===== src/rtl/uart_rx_if.sv =====
// uart_rx_if: CPU-side handshake between the UART receiver and its consumer.
// The receiver (master) presents the byte, irr and status flags; the CPU
// (slave) answers with a one-cycle ack strobe.
interface uart_rx_if;
    logic [7:0] rx_data;
    logic       irr;
    logic       ack;
    logic       overrun;
    logic       frame_err;

    modport master (output rx_data, irr, overrun, frame_err, input ack);
    modport slave  (input rx_data, irr, overrun, frame_err, output ack);
endinterface


===== src/rtl/uart_rx.sv =====
// uart_rx: oversampling 8N1 serial receiver feeding the CPU irr/ack/rx_data port.
// Optional feature macro: UART_RX_FIFO_EN replaces the single holding register
// with a 4-entry FIFO (drop-new on overflow). Without it, a new byte overwrites
// an unconsumed one and flags overrun.
module uart_rx #(
    parameter int unsigned CLK_FREQ = 12_000_000,
    parameter int unsigned BAUD     = 1_000_000
) (
    input  logic      clk,
    input  logic      reset,
    input  logic      rx,
    uart_rx_if.master bus
);
    localparam int unsigned CLKS_PER_BIT = CLK_FREQ / BAUD;
    localparam int unsigned CNT_W        = $clog2(CLKS_PER_BIT);
    localparam logic [CNT_W-1:0] HALF_LAST = CNT_W'(CLKS_PER_BIT / 2 - 1);
    localparam logic [CNT_W-1:0] BIT_LAST  = CNT_W'(CLKS_PER_BIT - 1);

    localparam logic [2:0] ST_IDLE      = 3'd0;
    localparam logic [2:0] ST_START     = 3'd1;
    localparam logic [2:0] ST_DATA      = 3'd2;
    localparam logic [2:0] ST_STOP      = 3'd3;
    localparam logic [2:0] ST_WAIT_HIGH = 3'd4;

    generate
        if (CLKS_PER_BIT < 4) begin : g_bad_baud
            $error("uart_rx: CLK_FREQ/BAUD must be at least 4");
        end
    endgenerate

    logic [2:0]       sync_q, sync_d;
    logic             rx_s, rx_prev;
    logic [2:0]       state_q, state_d;
    logic [CNT_W-1:0] cnt_q, cnt_d;
    logic [2:0]       bit_idx_q, bit_idx_d;
    logic [7:0]       shift_q, shift_d;
    logic             byte_done_q, byte_done_d;
    logic             frame_bad_q, frame_bad_d;
    logic             frame_err_q, frame_err_d;
    logic             overrun_q, overrun_d;

    assign rx_s    = sync_q[1];
    assign rx_prev = sync_q[2];

    // Two-stage synchronizer plus one extra stage for falling-edge detection.
    always_comb begin
        sync_d = {sync_q[1:0], rx};
    end

    // Receive FSM: the mid-start sample lands HALF clocks after the edge is seen,
    // then each data bit and the stop bit are sampled one full bit period apart.
    always_comb begin
        state_d     = state_q;
        cnt_d       = cnt_q;
        bit_idx_d   = bit_idx_q;
        shift_d     = shift_q;
        byte_done_d = 1'b0;
        frame_bad_d = 1'b0;
        case (state_q)
            ST_IDLE: begin
                if (rx_prev && !rx_s) begin
                    state_d = ST_START;
                    cnt_d   = '0;
                end
            end
            ST_START: begin
                if (cnt_q == HALF_LAST) begin
                    cnt_d     = '0;
                    bit_idx_d = '0;
                    state_d   = rx_s ? ST_IDLE : ST_DATA;
                end else begin
                    cnt_d = cnt_q + CNT_W'(1);
                end
            end
            ST_DATA: begin
                if (cnt_q == BIT_LAST) begin
                    cnt_d     = '0;
                    shift_d   = {rx_s, shift_q[7:1]};
                    bit_idx_d = bit_idx_q + 3'd1;
                    if (bit_idx_q == 3'd7) begin
                        state_d = ST_STOP;
                    end
                end else begin
                    cnt_d = cnt_q + CNT_W'(1);
                end
            end
            ST_STOP: begin
                if (cnt_q == BIT_LAST) begin
                    cnt_d = '0;
                    if (rx_s) begin
                        byte_done_d = 1'b1;
                        state_d     = ST_IDLE;
                    end else begin
                        frame_bad_d = 1'b1;
                        state_d     = ST_WAIT_HIGH;
                    end
                end else begin
                    cnt_d = cnt_q + CNT_W'(1);
                end
            end
            ST_WAIT_HIGH: begin
                if (rx_s) begin
                    state_d = ST_IDLE;
                end
            end
            default: begin
                state_d = ST_IDLE;
            end
        endcase
    end

    // Frame error is reported one cycle after the stop sample, aligned with delivery.
    always_comb begin
        frame_err_d = frame_bad_q;
    end

    // Receiver state registers; reset aborts any frame in progress.
    always_ff @(posedge clk or negedge reset) begin
        if (!reset) begin
            sync_q      <= 3'b111;
            state_q     <= ST_IDLE;
            cnt_q       <= '0;
            bit_idx_q   <= '0;
            shift_q     <= '0;
            byte_done_q <= 1'b0;
            frame_bad_q <= 1'b0;
            frame_err_q <= 1'b0;
        end else begin
            sync_q      <= sync_d;
            state_q     <= state_d;
            cnt_q       <= cnt_d;
            bit_idx_q   <= bit_idx_d;
            shift_q     <= shift_d;
            byte_done_q <= byte_done_d;
            frame_bad_q <= frame_bad_d;
            frame_err_q <= frame_err_d;
        end
    end

`ifdef UART_RX_FIFO_EN
    logic [7:0] mem_q [4];
    logic [7:0] mem_d [4];
    logic [1:0] wr_ptr_q, wr_ptr_d;
    logic [1:0] rd_ptr_q, rd_ptr_d;
    logic [2:0] count_q, count_d;
    logic       pop, push, full;

    // FIFO bookkeeping: a pop frees a slot in the same cycle, so push-while-full
    // with a simultaneous pop is accepted; otherwise the new byte is dropped.
    always_comb begin
        full      = (count_q == 3'd4);
        pop       = bus.ack && (count_q != 3'd0);
        push      = byte_done_q && (!full || pop);
        mem_d     = mem_q;
        wr_ptr_d  = wr_ptr_q;
        rd_ptr_d  = rd_ptr_q;
        count_d   = count_q;
        overrun_d = overrun_q;
        if (push) begin
            mem_d[wr_ptr_q] = shift_q;
            wr_ptr_d        = wr_ptr_q + 2'd1;
        end
        if (pop) begin
            rd_ptr_d  = rd_ptr_q + 2'd1;
            overrun_d = 1'b0;
        end
        if (byte_done_q && full && !pop) begin
            overrun_d = 1'b1;
        end
        case ({push, pop})
            2'b10:   count_d = count_q + 3'd1;
            2'b01:   count_d = count_q - 3'd1;
            default: count_d = count_q;
        endcase
    end

    // FIFO storage and pointer registers.
    always_ff @(posedge clk or negedge reset) begin
        if (!reset) begin
            for (int i = 0; i < 4; i++) begin
                mem_q[i] <= '0;
            end
            wr_ptr_q  <= '0;
            rd_ptr_q  <= '0;
            count_q   <= '0;
            overrun_q <= 1'b0;
        end else begin
            mem_q     <= mem_d;
            wr_ptr_q  <= wr_ptr_d;
            rd_ptr_q  <= rd_ptr_d;
            count_q   <= count_d;
            overrun_q <= overrun_d;
        end
    end

    assign bus.rx_data = mem_q[rd_ptr_q];
    assign bus.irr     = (count_q != 3'd0);
`else
    logic [7:0] hold_q, hold_d;
    logic       irr_q, irr_d;
    logic       ack_ok;

    // Single holding register: ack consumes, a new byte always loads, and it
    // only counts as an overrun when the pending byte was not consumed this cycle.
    always_comb begin
        ack_ok    = bus.ack && irr_q;
        hold_d    = hold_q;
        irr_d     = irr_q;
        overrun_d = overrun_q;
        if (ack_ok) begin
            irr_d     = 1'b0;
            overrun_d = 1'b0;
        end
        if (byte_done_q) begin
            hold_d = shift_q;
            irr_d  = 1'b1;
            if (irr_q && !bus.ack) begin
                overrun_d = 1'b1;
            end
        end
    end

    // Holding register and status flags.
    always_ff @(posedge clk or negedge reset) begin
        if (!reset) begin
            hold_q    <= '0;
            irr_q     <= 1'b0;
            overrun_q <= 1'b0;
        end else begin
            hold_q    <= hold_d;
            irr_q     <= irr_d;
            overrun_q <= overrun_d;
        end
    end

    assign bus.rx_data = hold_q;
    assign bus.irr     = irr_q;
`endif

    assign bus.overrun   = overrun_q;
    assign bus.frame_err = frame_err_q;

endmodule


===== src/flat_wrapper.sv =====
// flat-port wrapper written by rule: the top's interface ports become plain ports
module uart_rx_flat 
#(
    parameter int unsigned CLK_FREQ = 12_000_000,
    parameter int unsigned BAUD     = 1_000_000
)
  (clk, reset, rx, bus_rx_data, bus_irr, bus_overrun, bus_frame_err, bus_ack);
  uart_rx_if bus_i ();
  input  logic clk;
  input  logic reset;
  input  logic rx;
  output wire logic [$bits(bus_i.rx_data)-1:0] bus_rx_data;
  output wire logic [$bits(bus_i.irr)-1:0] bus_irr;
  output wire logic [$bits(bus_i.overrun)-1:0] bus_overrun;
  output wire logic [$bits(bus_i.frame_err)-1:0] bus_frame_err;
  input wire logic [$bits(bus_i.ack)-1:0] bus_ack;
  assign bus_rx_data = bus_i.rx_data;
  assign bus_irr = bus_i.irr;
  assign bus_overrun = bus_i.overrun;
  assign bus_frame_err = bus_i.frame_err;
  assign bus_i.ack = bus_ack;
  uart_rx #(.CLK_FREQ(CLK_FREQ), .BAUD(BAUD)) u_core (.clk(clk), .reset(reset), .rx(rx), .bus(bus_i));
endmodule

===== config.mk =====
export PLATFORM = sky130hd
export DESIGN_NAME = uart_rx_flat
export DESIGN_NICKNAME = d
export VERILOG_FILES = /design/src/rtl/uart_rx_if.sv /design/src/rtl/uart_rx.sv /design/src/flat_wrapper.sv
export SDC_FILE = /design/constraint.sdc
export NUM_CORES = 1
export LEC_CHECK = 0
export ABC_AREA = 1
export CORE_MARGIN = 4
export CORE_UTILIZATION = 40
export DETAILED_ROUTE_END_ITERATION = 8
export PLACE_DENSITY = 0.63
export SLEW_MARGIN = 30
export SYNTH_ARGS = -nofsm -noshare
export SYNTH_HDL_FRONTEND = slang
export SYNTH_SLANG_ARGS = --single-unit
export TNS_END_PERCENT = 30

===== constraint.sdc =====
create_clock -name clk -period 3.6 [get_ports clk]
set_input_delay 0.54 -clock clk [delete_from_list [all_inputs] [get_ports clk]]
set_output_delay 0.54 -clock clk [all_outputs]
set_load 0.02 [all_outputs]

* Yosys cells after proc, flatten, opt, wreduce, memory -nomap -nowiden *
Index checks and enable logic that the tools add are counted.

storage, ports and cells
  register bits after elaboration = 34
  bits in latches = 0
  RAM bits = 0
  bits in read-only memories = 0
  word-level logic and storage cells = 67
  memories kept = 0

cells by class
  $add $sub $neg = 2
  $mul = 0
  divide/modulo/power cells = 0
  magnitude comparators = 0
  eq/ne operators = 13
  shift operators = 0
  muxes and demuxes = 27
  bitwise logic cells = 0
  reduce and logical (&&, ||, !) cells = 14

operators with widths
  cell                                                   count
  two-way mux 3 bit                                      9
  case mux 3 bit (5 select lines)                        1
  two-way mux 4 bit                                      3
  inequality test 2 x 1 -> 1 bit, second input constant  6
  case mux 4 bit (3 select lines)                        1
  two-way mux 1 bit                                      11
  == test 3 x 2 -> 1 bit, second input constant          2
  == test 3 bit, second input constant                   2
  case mux 3 bit (2 select lines)                        1
  AND reduction 6 bit                                    1
  adder 4 x 1 -> 4 bit, second input constant            1
  == test 4 x 3 -> 1 bit, second input constant          1
  == test 4 bit, second input constant                   1
  AND reduction 2 bit                                    2
  nonzero test 2 bit                                     2
  adder 3 x 1 -> 3 bit, second input constant            1
  == test 3 x 1 -> 1 bit, second input constant          1
  logical AND 1 bit                                      3
  zero test 3 bit                                        1
  AND reduction 3 bit                                    1
  nonzero test 3 bit                                     1
  zero test 1 bit                                        2
  two-way mux 2 bit                                      1
  OR reduction 2 bit                                     1

* Logic depth before layout (Yosys ltp) *
  word-level depth = 4
  depth in mapped cells = 9
  depth with buffers taken out = 9

* Least setup slack after synthesis *
Ideal clock, no wire load.

  path type = register -> register
  start = register u_core.cnt_q[0]
  end = register u_core.shift_q[7]
  library setup time = 0.120 ns
  arrival = 1.174 ns
  required time = 3.480 ns
  path slack = 2.306 ns
  stages on the path, launching flop included = 8
  period minus slack after synthesis = 1.294 ns
  cell sequence = dfrtp_1 ha_1 nand2_1 nor2_2 nand3_1 buf_6 nand2_1 o21ai_2

on the way
  word-level cells in the longest chain between the ends = 2

RTL lines
  element                               RTL line        text
  start: declaration                    uart_rx.sv:34   logic [CNT_W-1:0] cnt_q, cnt_d;
  start signal: assignment              uart_rx.sv:131  cnt_q <= cnt_d;
  == test 4 bit                         uart_rx.sv:76   if (cnt_q == BIT_LAST) begin
  AND reduction 2 bit (no source line)  -
  end signal: assignment                uart_rx.sv:133  shift_q <= shift_d;
  end: declaration                      uart_rx.sv:36   logic [7:0] shift_q, shift_d;

Every way passes these cells.
A chain may end at the register's enable or synchronous reset.

* Final worst setup path *
  start = register u_core.irr_q (netlist: u_core.bus.irr)
  end = output bus_irr

RTL lines
  element                   RTL line            text
  start: declaration        uart_rx.sv:200      logic irr_q, irr_d;
  start signal: assignment  uart_rx.sv:231      irr_q <= irr_d;
  end: declaration          flat_wrapper.sv:13  output wire logic [$bits(bus_i.irr)-1:0] bus_irr;

No word-level cell between the ends.

==> summary.txt <==
Final TNS setup: 0 ns
Inst Count DP: 219
Final Hold Fails: 0
WL per Instance: 11.2 um
Row cnt: 21
Most common cell after layout, fill and taps aside: nand2_1
Vias in the first global route: 947
Critical-path top delay cell: clkdlybuf4s50_1
Core Area: 3470 um^2
Syn avg cell area: 9.24 um^2
WP buf/inv: 1
Final WL: 2.53 mm
Filler Cells Inserted: 342
TritonRoute pass-1 iters: 4
Synth Instances: 161
Clock Sink Count: 34
Initial antenna violation count: 0
Area grow syn2layout: 18.2%
Leakage power: 0.870 nW
Critical-path cell list: clkdlybuf4s50_1
Mapped Area: 1490 um^2
Worst hold margin: 0.352 ns
Largest net degree at the start of global routing: 35
Final period util: 0.505
Worst hold-check path type: reg2reg
Syn Nets: 169
CTS tree: done
CP max stage delay: 0.62 ns
Final setup fails: 0
Clk_skew: 0.00982 ns
Maxcap violations: 0
DRC: 0
Post-layout min period: 1.82 ns
Synth top area share: 0.521
Clock transition at the registers of the reported paths: 0.06 ns
Die area: 4760 um^2
Post-CTS Hold Buffers: 0
Worst-Skew Late Latency: 0.29 ns
Num CTS Buffers: 5
I/O pins: 15
Iteration-0 DRC Markers: 29
RSZ-0062 raised after global routing: no
Placer Congestion: 0.757
Dpl cell area: 1670 um^2
Antenna-violating nets left: 0
CP Capture Type: primary output
CP Launch Type: register
Peak supply drop: 0.306 mV
N_diodes: 0
Crit path required time: 3.06 ns
Number of port buffers: 14
Fmax: 550 MHz
Final Max Slew Viols: 0
Number of warnings issued by yosys: 0
GRT Residual Overflow: 0
Crit Path Category: reg2out
Main area contributors after synthesis: dfrtp_1, nand2_1, dfstp_2, nand3_1, o21ai_0
Post-CTS Resized: 0
First-pass GRT wire length: 4.34 mm
Root Buffer: clkbuf_8
CP max FO: 4
Relative slew slack: 0.653
Final Cell Area: 1760 um^2
Starting Density: 0.429
Number of synthesized register bits: 34
CTS H-tree lvls: 2
Synth area leader: dfrtp_1
Worst-case clock buffer depth: 2
PD cells: 548 nW/um^2
Layout cells sized above 1: 0.144
Library cells used by synthesis: 21
Die height: 69.0 um
Gr usage total: 0.131
Post-synthesis sequential area ratio: 0.574
Vias: 1090
Vias per std cell: 4.80
Crit path DAT: 1.28 ns
Die W: 69.0 um
Most frequent cells in the layout: nand2_1, dfrtp_1, inv_1
Outcome: finished, final reports clean
Nets: 188
Fin util: 0.507
DP Wirelength: 1.81 mm
Post-route insts no fill: 227
Postcts setup bufs: 0
Tightest Pin Transition: 0.520 ns
Cell family with most CP delay: buffers and inverters
routing by layer:
layer | track usage | part of all wire
met5 | 0 | 0
met1 | 0.158 | 0.46
met3 | 0.0535 | 0.056
met2 | 0.195 | 0.45
met4 | 0.0803 | 0.027
sequential cells by signal (all words and copies together), names as in the netlist, 3 cells and up, named ones only:
name,flops
u_core.cnt_q,4
u_core.bus.rx_data,8
u_core.shift_q,8
u_core.bit_idx_q,3
u_core.state_q,3
u_core.sync_q,3
cells by family after synthesis:
| logic type | share of synthesized area |
|---|---|
| compound gates | 0.0816 |
| flops | 0.574 |
| xor+xnor | 0.00589 |
| buf+inv | 0.0606 |
| fa+ha+maj | 0.0336 |
| simple gates | 0.244 |
worst paths after layout:
kind	cells after the start	start	slack, ns	end
worst max-delay path	1	u_core.bus.irr	1.78	bus_irr
worst min-delay path	0	u_core.frame_bad_q	0.35	u_core.bus.frame_err
worst max register to register	6	u_core.cnt_q[0]	1.88	u_core.shift_q[4]
worst min register to register	0	u_core.frame_bad_q	0.35	u_core.bus.frame_err
max in group asynchronous	2	reset	2.61	u_core.sync_q[2]
min in group asynchronous	2	reset	0.66	u_core.cnt_q[2]
Yosys cell counts, drive strengths merged:
cell type and n:
nand2 53, dfrtp 31, inv 17, o21ai 17, nand3 14, nor2 10, ha 4, dfstp 3
nand4 3, a21oi 2, buf 2, a21o 1, clkbuf 1, nor4 1, or2 1, xor2 1
per-stage QoR:
stage,power (mW),setup WS (ns)
2_1_floorplan,0.640,2.31
3_3_place_gp,0.679,1.93
3_5_place_dp,0.688,1.89
4_1_cts,0.977,1.77
5_1_grt,1.04,1.60
6_report,0.964,1.78
power breakdown:
part / switching (mW) / internal [mW]
clock: 0.127 / 0.154
combinational: 0.141 / 0.0792
sequential: 0.0461 / 0.417
total: 0.314 / 0.650
layout make-up:
class                           count  area [um^2]  share of cell area
Sequential cell                    34          855               0.486
Multi-Input combinational cell    107          543               0.309
Timing Repair Buffer               15          148              0.0840
Clock buffer                        7         86.3              0.0491
Inverter                           17         63.8              0.0363
Tap cell                           46         57.6              0.0327
Clock inverter                      1         5.00             0.00285
worst register-to-register path: stages, from the launching register on:
cell,delay [ns]
dfrtp_1,0.42
ha_1,0.24
nand2_1,0.08
nor2_2,0.10
nand3_1,0.37
inv_2,0.26
o21ai_0,0.11
Power figures use the tool's default switching activity.
